--- src/rtl/cpu_dec_pkg.sv ---
// cpu_dec_pkg: RV32I opcodes, decode enums and the registered decode packet type.
package cpu_dec_pkg;
   localparam logic [6:0] OP_ALU    = 7'h33;
   localparam logic [6:0] OP_ALUI   = 7'h13;
   localparam logic [6:0] OP_LOAD   = 7'h03;
   localparam logic [6:0] OP_STORE  = 7'h23;
   localparam logic [6:0] OP_BRANCH = 7'h63;
   localparam logic [6:0] OP_JAL    = 7'h6F;
   localparam logic [6:0] OP_JALR   = 7'h67;
   localparam logic [6:0] OP_LUI    = 7'h37;
   localparam logic [6:0] OP_AUIPC  = 7'h17;
   typedef enum logic [3:0] {
      ALU_ADD = 4'h0, ALU_SLL = 4'h1, ALU_SLT = 4'h2, ALU_SLTU = 4'h3, ALU_XOR = 4'h4,
      ALU_SRL = 4'h5, ALU_OR = 4'h6, ALU_AND = 4'h7, ALU_SUB = 4'h8, ALU_SRA = 4'hD
   } alu_op_e;
   typedef enum logic [2:0] {
      CLS_ALU, CLS_ALUI, CLS_LOAD, CLS_STORE, CLS_BRANCH, CLS_JAL, CLS_JALR, CLS_UPPER
   } op_cls_e;
   typedef enum logic [2:0] {
      BR_EQ = 3'd0, BR_NE = 3'd1, BR_LT = 3'd4, BR_GE = 3'd5, BR_LTU = 3'd6, BR_GEU = 3'd7
   } brnch_cnd_e;
   typedef struct packed {
      alu_op_e    alu_op;
      brnch_cnd_e brnch_cnd;
      op_cls_e    op_cls;
      logic       illegal;
      logic       rd_we;
   } dec_pkt_t;
endpackage

--- src/rtl/cpu_dec_if.sv ---
// cpu_dec_if: fetch, write-back, execute and packet signals of the decode stage.
interface cpu_dec_if #(parameter int XLEN = 32, NREG = 32, PC_W = 32);
   localparam int RADDR = $clog2(NREG);
   logic             dec_inst_vld, dec_inst_rdy, dec_kill, dec_wb_we, dec_ex_ld_vld, dec_ex_rdy;
   logic             dec_ex_vld, dec_rd_we, dec_illegal;
   logic [31:0]      dec_inst, dec_stall_cnt;
   logic [PC_W-1:0]  dec_inst_pc, dec_pc, dec_pc_4;
   logic [RADDR-1:0] dec_wb_addr, dec_ex_ld_rd, dec_rd;
   logic [XLEN-1:0]  dec_wb_data, dec_src1, dec_src2, dec_sx_imm;
   logic [3:0]       dec_alu_op;
   logic [2:0]       dec_brnch_cnd, dec_op_cls;
   modport master (
      output dec_inst_vld, dec_inst, dec_inst_pc, dec_kill, dec_wb_we, dec_wb_addr, dec_wb_data,
             dec_ex_ld_vld, dec_ex_ld_rd, dec_ex_rdy,
      input  dec_inst_rdy, dec_ex_vld, dec_src1, dec_src2, dec_pc, dec_pc_4, dec_sx_imm, dec_rd,
             dec_rd_we, dec_alu_op, dec_brnch_cnd, dec_op_cls, dec_illegal, dec_stall_cnt
   );
   modport slave (
      input  dec_inst_vld, dec_inst, dec_inst_pc, dec_kill, dec_wb_we, dec_wb_addr, dec_wb_data,
             dec_ex_ld_vld, dec_ex_ld_rd, dec_ex_rdy,
      output dec_inst_rdy, dec_ex_vld, dec_src1, dec_src2, dec_pc, dec_pc_4, dec_sx_imm, dec_rd,
             dec_rd_we, dec_alu_op, dec_brnch_cnd, dec_op_cls, dec_illegal, dec_stall_cnt
   );
endinterface

--- src/rtl/cpu_dec_ibuf.sv ---
// cpu_dec_ibuf: instruction FIFO with wrap-around pointers, count and flush.
module cpu_dec_ibuf #(parameter int W = 64, DEPTH = 2) (
   input  logic         clk,
   input  logic         rst_n,
   input  logic         flush,
   input  logic         push,
   input  logic         pop,
   input  logic [W-1:0] din,
   output logic [W-1:0] dout,
   output logic         full,
   output logic         empty
);
   localparam int AW = $clog2(DEPTH);
   logic [W-1:0]  mem [DEPTH];
   logic [AW-1:0] wp, rp;
   logic [AW:0]   cnt;
   assign full  = cnt == (AW+1)'(DEPTH);
   assign empty = cnt == '0;
   assign dout  = mem[rp];
   always_ff @(posedge clk or negedge rst_n)
      if (!rst_n) begin
         wp  <= '0;
         rp  <= '0;
         cnt <= '0;
         mem <= '{default: '0};
      end else if (flush) begin
         wp  <= '0;
         rp  <= '0;
         cnt <= '0;
      end else begin
         if (push) mem[wp] <= din;
         if (push) wp <= wp + 1'b1;
         if (pop) rp <= rp + 1'b1;
         cnt <= cnt + (AW+1)'(push) - (AW+1)'(pop);
      end
endmodule

--- src/rtl/cpu_dec_p.sv ---
// cpu_dec_p: RV32I decode stage with instruction buffer, bypassed register file and load-use stall.
// Define CPU_DEC_PERF_EN to build the saturating hazard-stall counter.
module cpu_dec_p
   import cpu_dec_pkg::*;
#(parameter int XLEN = 32, NREG = 32, PC_W = 32, IBUF_DEPTH = 2) (
   input logic      dec_clk,
   input logic      dec_rst_n,
   cpu_dec_if.slave dec
);
   localparam int RADDR = $clog2(NREG);
   logic             full, empty, push, issue, hazard, rs1_use, rs2_use, vld;
   logic [31:0]      hin;
   logic [PC_W-1:0]  hpc, pc_q, pc4_q;
   logic [RADDR-1:0] rs1, rs2, rd, rd_q;
   logic [XLEN-1:0]  rf [NREG];
   logic [XLEN-1:0]  op1, op2, imm, imm_i, imm_s, imm_b, imm_u, imm_j, src1_q, src2_q, imm_q;
   dec_pkt_t         ctl, pkt;
   assign push = dec.dec_inst_vld && dec.dec_inst_rdy;
   assign dec.dec_inst_rdy = !full;
   cpu_dec_ibuf #(.W(PC_W + 32), .DEPTH(IBUF_DEPTH)) u_ibuf (
      .clk(dec_clk), .rst_n(dec_rst_n), .flush(dec.dec_kill), .push, .pop(issue),
      .din({dec.dec_inst_pc, dec.dec_inst}), .dout({hpc, hin}), .full, .empty
   );
   assign rs1   = RADDR'(hin[19:15]);
   assign rs2   = RADDR'(hin[24:20]);
   assign rd    = RADDR'(hin[11:7]);
   assign imm_i = XLEN'($signed(hin[31:20]));
   assign imm_s = XLEN'($signed({hin[31:25], hin[11:7]}));
   assign imm_b = XLEN'($signed({hin[31], hin[7], hin[30:25], hin[11:8], 1'b0}));
   assign imm_u = XLEN'($signed({hin[31:12], 12'b0}));
   assign imm_j = XLEN'($signed({hin[31], hin[19:12], hin[20], hin[30:21], 1'b0}));
   always_comb begin
      ctl = '0;
      ctl.alu_op = ALU_ADD;
      ctl.brnch_cnd = brnch_cnd_e'(hin[14:12]);
      imm = '0;
      case (hin[6:0])
         OP_ALU:    ctl.alu_op = alu_op_e'({hin[30], hin[14:12]});
         OP_ALUI:   begin
            ctl.op_cls = CLS_ALUI;
            ctl.alu_op = alu_op_e'({hin[14:12] == 3'b101 && hin[30], hin[14:12]});
            imm = imm_i;
         end
         OP_LOAD:   begin ctl.op_cls = CLS_LOAD;   imm = imm_i; end
         OP_STORE:  begin ctl.op_cls = CLS_STORE;  imm = imm_s; end
         OP_BRANCH: begin ctl.op_cls = CLS_BRANCH; imm = imm_b; end
         OP_JAL:    begin ctl.op_cls = CLS_JAL;    imm = imm_j; end
         OP_JALR:   begin ctl.op_cls = CLS_JALR;   imm = imm_i; end
         OP_LUI, OP_AUIPC: begin ctl.op_cls = CLS_UPPER; imm = imm_u; end
         default:   ctl.illegal = 1'b1;
      endcase
      ctl.rd_we = !ctl.illegal && rd != '0 && !(ctl.op_cls inside {CLS_STORE, CLS_BRANCH});
   end
   assign rs1_use = !ctl.illegal && ctl.op_cls inside {CLS_ALU, CLS_ALUI, CLS_LOAD, CLS_STORE, CLS_BRANCH, CLS_JALR};
   assign rs2_use = !ctl.illegal && ctl.op_cls inside {CLS_ALU, CLS_STORE, CLS_BRANCH};
   assign hazard  = !empty && dec.dec_ex_ld_vld && dec.dec_ex_ld_rd != '0 &&
                    (rs1_use && rs1 == dec.dec_ex_ld_rd || rs2_use && rs2 == dec.dec_ex_ld_rd);
   assign issue   = !empty && !hazard && (!vld || dec.dec_ex_rdy);
   // Same-cycle write-back wins over the stored value so execute never sees stale operands.
   assign op1 = rs1 == '0 ? '0 : dec.dec_wb_we && dec.dec_wb_addr == rs1 ? dec.dec_wb_data : rf[rs1];
   assign op2 = rs2 == '0 ? '0 : dec.dec_wb_we && dec.dec_wb_addr == rs2 ? dec.dec_wb_data : rf[rs2];
   always_ff @(posedge dec_clk or negedge dec_rst_n)
      if (!dec_rst_n) rf <= '{default: '0};
      else if (dec.dec_wb_we && dec.dec_wb_addr != '0) rf[dec.dec_wb_addr] <= dec.dec_wb_data;
   always_ff @(posedge dec_clk or negedge dec_rst_n)
      if (!dec_rst_n) begin
         vld    <= 1'b0;
         pkt    <= '0;
         src1_q <= '0;
         src2_q <= '0;
         imm_q  <= '0;
         pc_q   <= '0;
         pc4_q  <= '0;
         rd_q   <= '0;
      end else if (dec.dec_kill) vld <= 1'b0;
      else if (issue) begin
         vld    <= 1'b1;
         pkt    <= ctl;
         src1_q <= op1;
         src2_q <= op2;
         imm_q  <= imm;
         pc_q   <= hpc;
         pc4_q  <= hpc + PC_W'(4);
         rd_q   <= rd;
      end else if (dec.dec_ex_rdy) vld <= 1'b0;
   assign dec.dec_ex_vld    = vld;
   assign dec.dec_src1      = src1_q;
   assign dec.dec_src2      = src2_q;
   assign dec.dec_sx_imm    = imm_q;
   assign dec.dec_pc        = pc_q;
   assign dec.dec_pc_4      = pc4_q;
   assign dec.dec_rd        = rd_q;
   assign dec.dec_rd_we     = pkt.rd_we;
   assign dec.dec_alu_op    = pkt.alu_op;
   assign dec.dec_brnch_cnd = pkt.brnch_cnd;
   assign dec.dec_op_cls    = pkt.op_cls;
   assign dec.dec_illegal   = pkt.illegal;
`ifdef CPU_DEC_PERF_EN
   logic [31:0] stall_cnt;
   always_ff @(posedge dec_clk or negedge dec_rst_n)
      if (!dec_rst_n) stall_cnt <= '0;
      else if (hazard && stall_cnt != '1) stall_cnt <= stall_cnt + 32'd1;
   assign dec.dec_stall_cnt = stall_cnt;
`else
   assign dec.dec_stall_cnt = '0;
`endif
endmodule

--- src/flat_wrapper.sv ---
// flat-port wrapper written by rule: the top's interface ports become plain ports
module cpu_dec_p_flat import cpu_dec_pkg::*;
#(parameter int XLEN = 32, NREG = 32, PC_W = 32, IBUF_DEPTH = 2)
  (dec_clk, dec_rst_n, dec_dec_inst_vld, dec_dec_inst, dec_dec_inst_pc, dec_dec_kill, dec_dec_wb_we, dec_dec_wb_addr, dec_dec_wb_data, dec_dec_ex_ld_vld, dec_dec_ex_ld_rd, dec_dec_ex_rdy, dec_dec_inst_rdy, dec_dec_ex_vld, dec_dec_src1, dec_dec_src2, dec_dec_pc, dec_dec_pc_4, dec_dec_sx_imm, dec_dec_rd, dec_dec_rd_we, dec_dec_alu_op, dec_dec_brnch_cnd, dec_dec_op_cls, dec_dec_illegal, dec_dec_stall_cnt);
  cpu_dec_if #(.XLEN(XLEN), .NREG(NREG), .PC_W(PC_W)) dec_i ();
  input logic dec_clk;
  input logic dec_rst_n;
  input wire logic [$bits(dec_i.dec_inst_vld)-1:0] dec_dec_inst_vld;
  input wire logic [$bits(dec_i.dec_inst)-1:0] dec_dec_inst;
  input wire logic [$bits(dec_i.dec_inst_pc)-1:0] dec_dec_inst_pc;
  input wire logic [$bits(dec_i.dec_kill)-1:0] dec_dec_kill;
  input wire logic [$bits(dec_i.dec_wb_we)-1:0] dec_dec_wb_we;
  input wire logic [$bits(dec_i.dec_wb_addr)-1:0] dec_dec_wb_addr;
  input wire logic [$bits(dec_i.dec_wb_data)-1:0] dec_dec_wb_data;
  input wire logic [$bits(dec_i.dec_ex_ld_vld)-1:0] dec_dec_ex_ld_vld;
  input wire logic [$bits(dec_i.dec_ex_ld_rd)-1:0] dec_dec_ex_ld_rd;
  input wire logic [$bits(dec_i.dec_ex_rdy)-1:0] dec_dec_ex_rdy;
  output wire logic [$bits(dec_i.dec_inst_rdy)-1:0] dec_dec_inst_rdy;
  output wire logic [$bits(dec_i.dec_ex_vld)-1:0] dec_dec_ex_vld;
  output wire logic [$bits(dec_i.dec_src1)-1:0] dec_dec_src1;
  output wire logic [$bits(dec_i.dec_src2)-1:0] dec_dec_src2;
  output wire logic [$bits(dec_i.dec_pc)-1:0] dec_dec_pc;
  output wire logic [$bits(dec_i.dec_pc_4)-1:0] dec_dec_pc_4;
  output wire logic [$bits(dec_i.dec_sx_imm)-1:0] dec_dec_sx_imm;
  output wire logic [$bits(dec_i.dec_rd)-1:0] dec_dec_rd;
  output wire logic [$bits(dec_i.dec_rd_we)-1:0] dec_dec_rd_we;
  output wire logic [$bits(dec_i.dec_alu_op)-1:0] dec_dec_alu_op;
  output wire logic [$bits(dec_i.dec_brnch_cnd)-1:0] dec_dec_brnch_cnd;
  output wire logic [$bits(dec_i.dec_op_cls)-1:0] dec_dec_op_cls;
  output wire logic [$bits(dec_i.dec_illegal)-1:0] dec_dec_illegal;
  output wire logic [$bits(dec_i.dec_stall_cnt)-1:0] dec_dec_stall_cnt;
  assign dec_i.dec_inst_vld = dec_dec_inst_vld;
  assign dec_i.dec_inst = dec_dec_inst;
  assign dec_i.dec_inst_pc = dec_dec_inst_pc;
  assign dec_i.dec_kill = dec_dec_kill;
  assign dec_i.dec_wb_we = dec_dec_wb_we;
  assign dec_i.dec_wb_addr = dec_dec_wb_addr;
  assign dec_i.dec_wb_data = dec_dec_wb_data;
  assign dec_i.dec_ex_ld_vld = dec_dec_ex_ld_vld;
  assign dec_i.dec_ex_ld_rd = dec_dec_ex_ld_rd;
  assign dec_i.dec_ex_rdy = dec_dec_ex_rdy;
  assign dec_dec_inst_rdy = dec_i.dec_inst_rdy;
  assign dec_dec_ex_vld = dec_i.dec_ex_vld;
  assign dec_dec_src1 = dec_i.dec_src1;
  assign dec_dec_src2 = dec_i.dec_src2;
  assign dec_dec_pc = dec_i.dec_pc;
  assign dec_dec_pc_4 = dec_i.dec_pc_4;
  assign dec_dec_sx_imm = dec_i.dec_sx_imm;
  assign dec_dec_rd = dec_i.dec_rd;
  assign dec_dec_rd_we = dec_i.dec_rd_we;
  assign dec_dec_alu_op = dec_i.dec_alu_op;
  assign dec_dec_brnch_cnd = dec_i.dec_brnch_cnd;
  assign dec_dec_op_cls = dec_i.dec_op_cls;
  assign dec_dec_illegal = dec_i.dec_illegal;
  assign dec_dec_stall_cnt = dec_i.dec_stall_cnt;
  cpu_dec_p #(.XLEN(XLEN), .NREG(NREG), .PC_W(PC_W), .IBUF_DEPTH(IBUF_DEPTH)) u_core (.dec_clk(dec_clk), .dec_rst_n(dec_rst_n), .dec(dec_i));
endmodule
--- config.mk ---
export PLATFORM = sky130hd
export DESIGN_NAME = cpu_dec_p_flat
export DESIGN_NICKNAME = d
export VERILOG_FILES = /design/src/rtl/cpu_dec_pkg.sv /design/src/rtl/cpu_dec_if.sv /design/src/rtl/cpu_dec_ibuf.sv /design/src/rtl/cpu_dec_p.sv /design/src/flat_wrapper.sv
export SDC_FILE = /design/constraint.sdc
export NUM_CORES = 2
export LEC_CHECK = 0
export CAP_MARGIN = 10
export CORE_MARGIN = 8
export CORE_UTILIZATION = 55
export CTS_BUF_LIST = sky130_fd_sc_hd__clkbuf_8
export DETAILED_ROUTE_END_ITERATION = 6
export PLACE_DENSITY = 0.74
export SYNTH_ARGS = -nofsm -noshare
export SYNTH_HDL_FRONTEND = slang
export SYNTH_HIERARCHICAL = 1
export SYNTH_SLANG_ARGS = --single-unit
--- constraint.sdc ---
create_clock -name dec_clk -period 6.48 [get_ports dec_clk]
set_input_delay 0.648 -clock dec_clk [delete_from_list [all_inputs] [get_ports dec_clk]]
set_output_delay 0.648 -clock dec_clk [all_outputs]
set_load 0.02 [all_outputs]
==> impl_results.md <==
- GRT Util Overall: 0.308
- Seq/Total Area, Yosys: 0.486
- Sequential Power Share: 0.319
- Grt total ovfl: 0
- Clk_skew: about 0.042 ns
- Worst min-delay path startpoint: dec_dec_kill
- I/O pins: 324
- Drt via density: between 6 and 7
- Die width: ~370 um
- Critical-path top delay cell: dfrtp_4
- R2R Path Start: u_core/u_ibuf/rp
- CTS Sinks: roughly 1300
- WL final: 214000 um
- First-pass GRT wire length: ~320000 um
- Post-synth top area share: 0.486
- Dpl ws: between 1.5 and 2 ns
- Req. time, crit path: about 7.3 ns
- Max stage delay on crit path: 0.92 ns
- Drt initial violations: roughly 5000
- Count of final setup violators: 0
- Die area: approximately 0.14 mm^2
- Critical path cell sequence: mux2_2 > or4_4 > a21oi_4 > or4_4 > o2111ai_4 > inv_4 > buf_4 > ha_1 > inv_1 > ha_1 > xnor3_1 > nor2_1
- CTS Root Cell: clkbuf_8
- Period utilization: 0.715
- Placed wire-length estimate: roughly 120000 um
- CTS tree: done
- Initial Util: 0.554
- Layout cell share with drive strength beyond 1: 0.431
- Power Total: about 38 mW
- Startpoint types: register
- Post-synth EDFFs: 0
- Area post-placement: 0.0723 mm^2
- Crit Path Class: register to register
- # Max-Cap Violations: 0
- Placed cell count: around 6400
- Final hold vios: 0
- Synth unique cells: 71
- Comb pwr share: 0.477
- Failing checks: DRC
- TritonCTS Buffers: around 220
- Htree depth: 4
- Gp weighted congestion: approximately 0.84
- Fin cells: around 6800
- Psw: around 15 mW
- Setup crit end kind: register
- Final Instance Area: around 0.077 mm^2
- Top_reg_cell synth: dfrtp_1
- Multi-input gate area: roughly 0.033 mm^2
- Core box area: ~0.12 mm^2
- VDD IR max: approximately 520 uV
- Fill cells: 9263
- Internal cell power: 23.1 mW
- Number of buffers inserted by port buffering: 291
- Switch share: 0.392
- Longest Clk Path Bufs: 3
- Flop-to-flop setup slack: ~1.8 ns
- Setup bufs post-CTS: 0
- Drt wl/cell: ~31 um
- Core Util, Final: 0.624
- Hold path depth: 2
- Relative slew slack: 0.160
- Clk pwr share: 0.204
- Remaining DRCs: 2
- Syn Area/Cell: 14.1 um^2
- Vias in the first global route: approximately 48000
- Vias post-DR: between 40000 and 50000
- Endpoint, Worst Hold: u_core/u_ibuf/wp
- Slew at the pin closest to its max-slew limit: around 1.3 ns
- Top cells by area, synth: dfrtp_1 49%, mux2_2 21%, mux4_2 13%
- Std-Cell Rows: between 100 and 150
- FF+latch area: between 0.03 and 0.04 mm^2
- Min Tclk post-route: 4.64 ns
- Nets: ~5000
- Status: finished with violations
- Share of synthesized registers carrying an async set or reset: 1.00
- Final setup TNS: 0 ns
- WP data arrival: between 5 and 6 ns
- Clk_lat worst skew: just over 0.9 ns
- Final worst setup slack: 1.84 ns
- Routed Antenna Nets: 0
- First-pass DRT Iterations: 7
- Post-synth design cell area: a little under 0.07 mm^2
- R2r endpoint: u_core/u_ibuf/cnt[1]
- Clk slew on worst S/H paths: ~0.060 ns
- Largest net degree at the start of global routing: roughly 180
- Die Height: around 370 um
- Final-report max-slew violation count: 0
- Largest area contributor in the netlist: dfrtp_1
- R2R depth: 12
- RSZ-0062 raised after global routing: false
- Min Hold Slack: about 0.13 ns
- CP Max Fanout: a little over 40
- Initial antenna violation count: 13
- Hold Crit Class: primary input to register
- Layout area overhead: 12.5%
- Gate Count Post-Synth: 4857
- YS warnings: 6
- Leakage power: ~33 nW
- Register bit total from synthesis: 1332
- Max Fclk: ~220 MHz
- Pwr dens: 493 mW/mm^2
## kinds of logic (layout without fill, tap and decap cells)
group,Yosys count,in the layout,share of synthesized area
xor+xnor,50,50,0.00659
flops,1332,1332,0.486
simple gates,352,352,0.0255
fa+ha+maj,3,3,0.000548
buf+inv,578,834,0.0382
compound gates,632,632,0.0657
other cells,1,44,0.0000547
mux,1909,1909,0.377
## how the worst max path moves through the flow
stage | startpoint | endpoint | slack [ns] | depth (start not counted)
2_1_floorplan | u_core/u_ibuf/rp | u_core/u_ibuf/cnt[0] | 3.10 | 14
3_3_place_gp | u_core/u_ibuf/rp | u_core/dec.dec_src1[7] | 2.02 | 9
4_1_cts | u_core/u_ibuf/rp | u_core/dec.dec_src1[20] | 1.91 | 9
3_5_place_dp | u_core/u_ibuf/rp | u_core/dec.dec_src1[20] | 1.90 | 9
6_report | u_core/u_ibuf/rp | u_core/u_ibuf/cnt[1] | 1.84 | 12
5_1_grt | u_core/u_ibuf/rp | u_core/dec.dec_src1[28] | 1.69 | 9
## timing repair
item / 4_1_cts / 5_1_grt
endpoints found under the hold margin: 117 / 0
endpoints found under the setup margin: 0 / 0
hold buffers: 1 / 0
gates resized for setup: 0 / 0
## synthesized netlist by cell type (5+ instances only)
| cell type | n |
|---|---|
| a2111oi_0 | 18 |
| a211oi_1 | 39 |
| a21oi_1 | 101 |
| a221o_1 | 16 |
| a221oi_1 | 32 |
| a22o_1 | 36 |
| a22oi_1 | 128 |
| and3_1 | 12 |
| buf_1 | 81 |
| buf_12 | 6 |
| buf_2 | 84 |
| buf_4 | 45 |
| buf_6 | 10 |
| clkbuf_1 | 321 |
| dfrtp_1 | 1332 |
| inv_1 | 29 |
| mux2_1 | 5 |
| mux2_2 | 1272 |
| mux2_4 | 60 |
| mux2i_1 | 187 |
| mux4_2 | 385 |
| nand2_1 | 85 |
| nand2b_1 | 8 |
| nand3_1 | 51 |
| nand3b_1 | 6 |
| nand4_1 | 5 |
| nor2_1 | 85 |
| nor2b_1 | 23 |
| nor3_1 | 26 |
| nor3b_1 | 7 |
| nor4_1 | 11 |
| o21ai_0 | 90 |
| o221ai_1 | 14 |
| o22ai_1 | 66 |
| o2bb2ai_1 | 15 |
| o31a_1 | 8 |
| o32a_1 | 32 |
| o41ai_1 | 18 |
| or3_1 | 9 |
| xnor2_1 | 30 |
| xor2_1 | 19 |
## layout make-up
cell class | count | share of cell area
Inverter | 31 | 0.00154
Timing Repair Buffer | 390 | 0.0498
Clock inverter | 113 | 0.00758
Multi-Input combinational cell | 2978 | 0.428
Antenna cell | 12 | 0.000389
Sequential cell | 1332 | 0.432
Clock buffer | 300 | 0.0536
Tap cell | 1637 | 0.0266
## critical path, delay by kind of cell, from the launching register on
| kind | cells | cell delay, ns |
|---|---|---|
| adder cells (fa/ha/maj) | 2 | 0.51 |
| multiplexers | 1 | 0.53 |
| AND/OR/NAND/NOR | 3 | 0.86 |
| buffers and inverters | 3 | 0.89 |
| AO/OA/AOI/OAI | 2 | 0.61 |
| XOR/XNOR | 1 | 0.21 |
| flip-flops | 1 | 0.92 |
## per-layer routing
layer	share of wire	wire, um	track usage	vias up
met1	0.39	83600	0.418	24700
met4	0.046	9770	0.132	4
met3	0.10	22400	0.0851	638
li1	-	-	-	18700
met2	0.46	98000	0.468	2784
met5	0.00014	30	0	-
## placed cells by master (no fill, tap or decap), types with 90 or more instances in the layout
| cell type | n |
|---|---|
| a22oi_1 | 128 |
| mux2_2 | 1265 |
| o21ai_0 | 90 |
| inv_1 | 104 |
| mux4_2 | 385 |
| clkdlybuf4s50_1 | 289 |
| dfrtp_1 | 1331 |
| a21oi_1 | 101 |
| clkbuf_8 | 300 |
| mux2i_1 | 187 |
## flip-flops by register name, summed over array words and instances, names as in the netlist
| signal | count |
|---|---|
| u_core/dec.dec_src2 | 32 |
| u_core/dec.dec_sx_imm | 32 |
| u_core/dec.dec_rd_we | 1 |
| u_core/dec.dec_illegal | 1 |
| u_core/u_ibuf/mem | 128 |
| u_core/dec.dec_ex_vld | 1 |
| u_core/dec.dec_brnch_cnd | 3 |
| u_core/dec.dec_pc | 32 |
| u_core/rf | 1024 |
| u_core/dec.dec_alu_op | 4 |
| u_core/u_ibuf/cnt | 2 |
| u_core/u_ibuf/wp | 1 |
| u_core/dec.dec_src1 | 32 |
| u_core/u_ibuf/rp | 1 |
| u_core/dec.dec_rd | 5 |
| u_core/dec.dec_op_cls | 3 |
| u_core/dec.dec_pc_4 | 30 |
## power groups by stage
| stage | Combinational, mW | Sequential [mW] | Clock (mW) |
|---|---|---|---|
| global placement | 17.6 | 12.1 | 0 |
| finish | 18.1 | 12.1 | 7.75 |
| floorplan | 12.1 | 12.1 | 0 |
| CTS | 17.9 | 12.1 | 7.86 |
| detailed placement | 17.8 | 12.2 | 0 |
| global route | 18.9 | 12.3 | 8.27 |
Note: power is estimated with default switching activity, not from simulation.
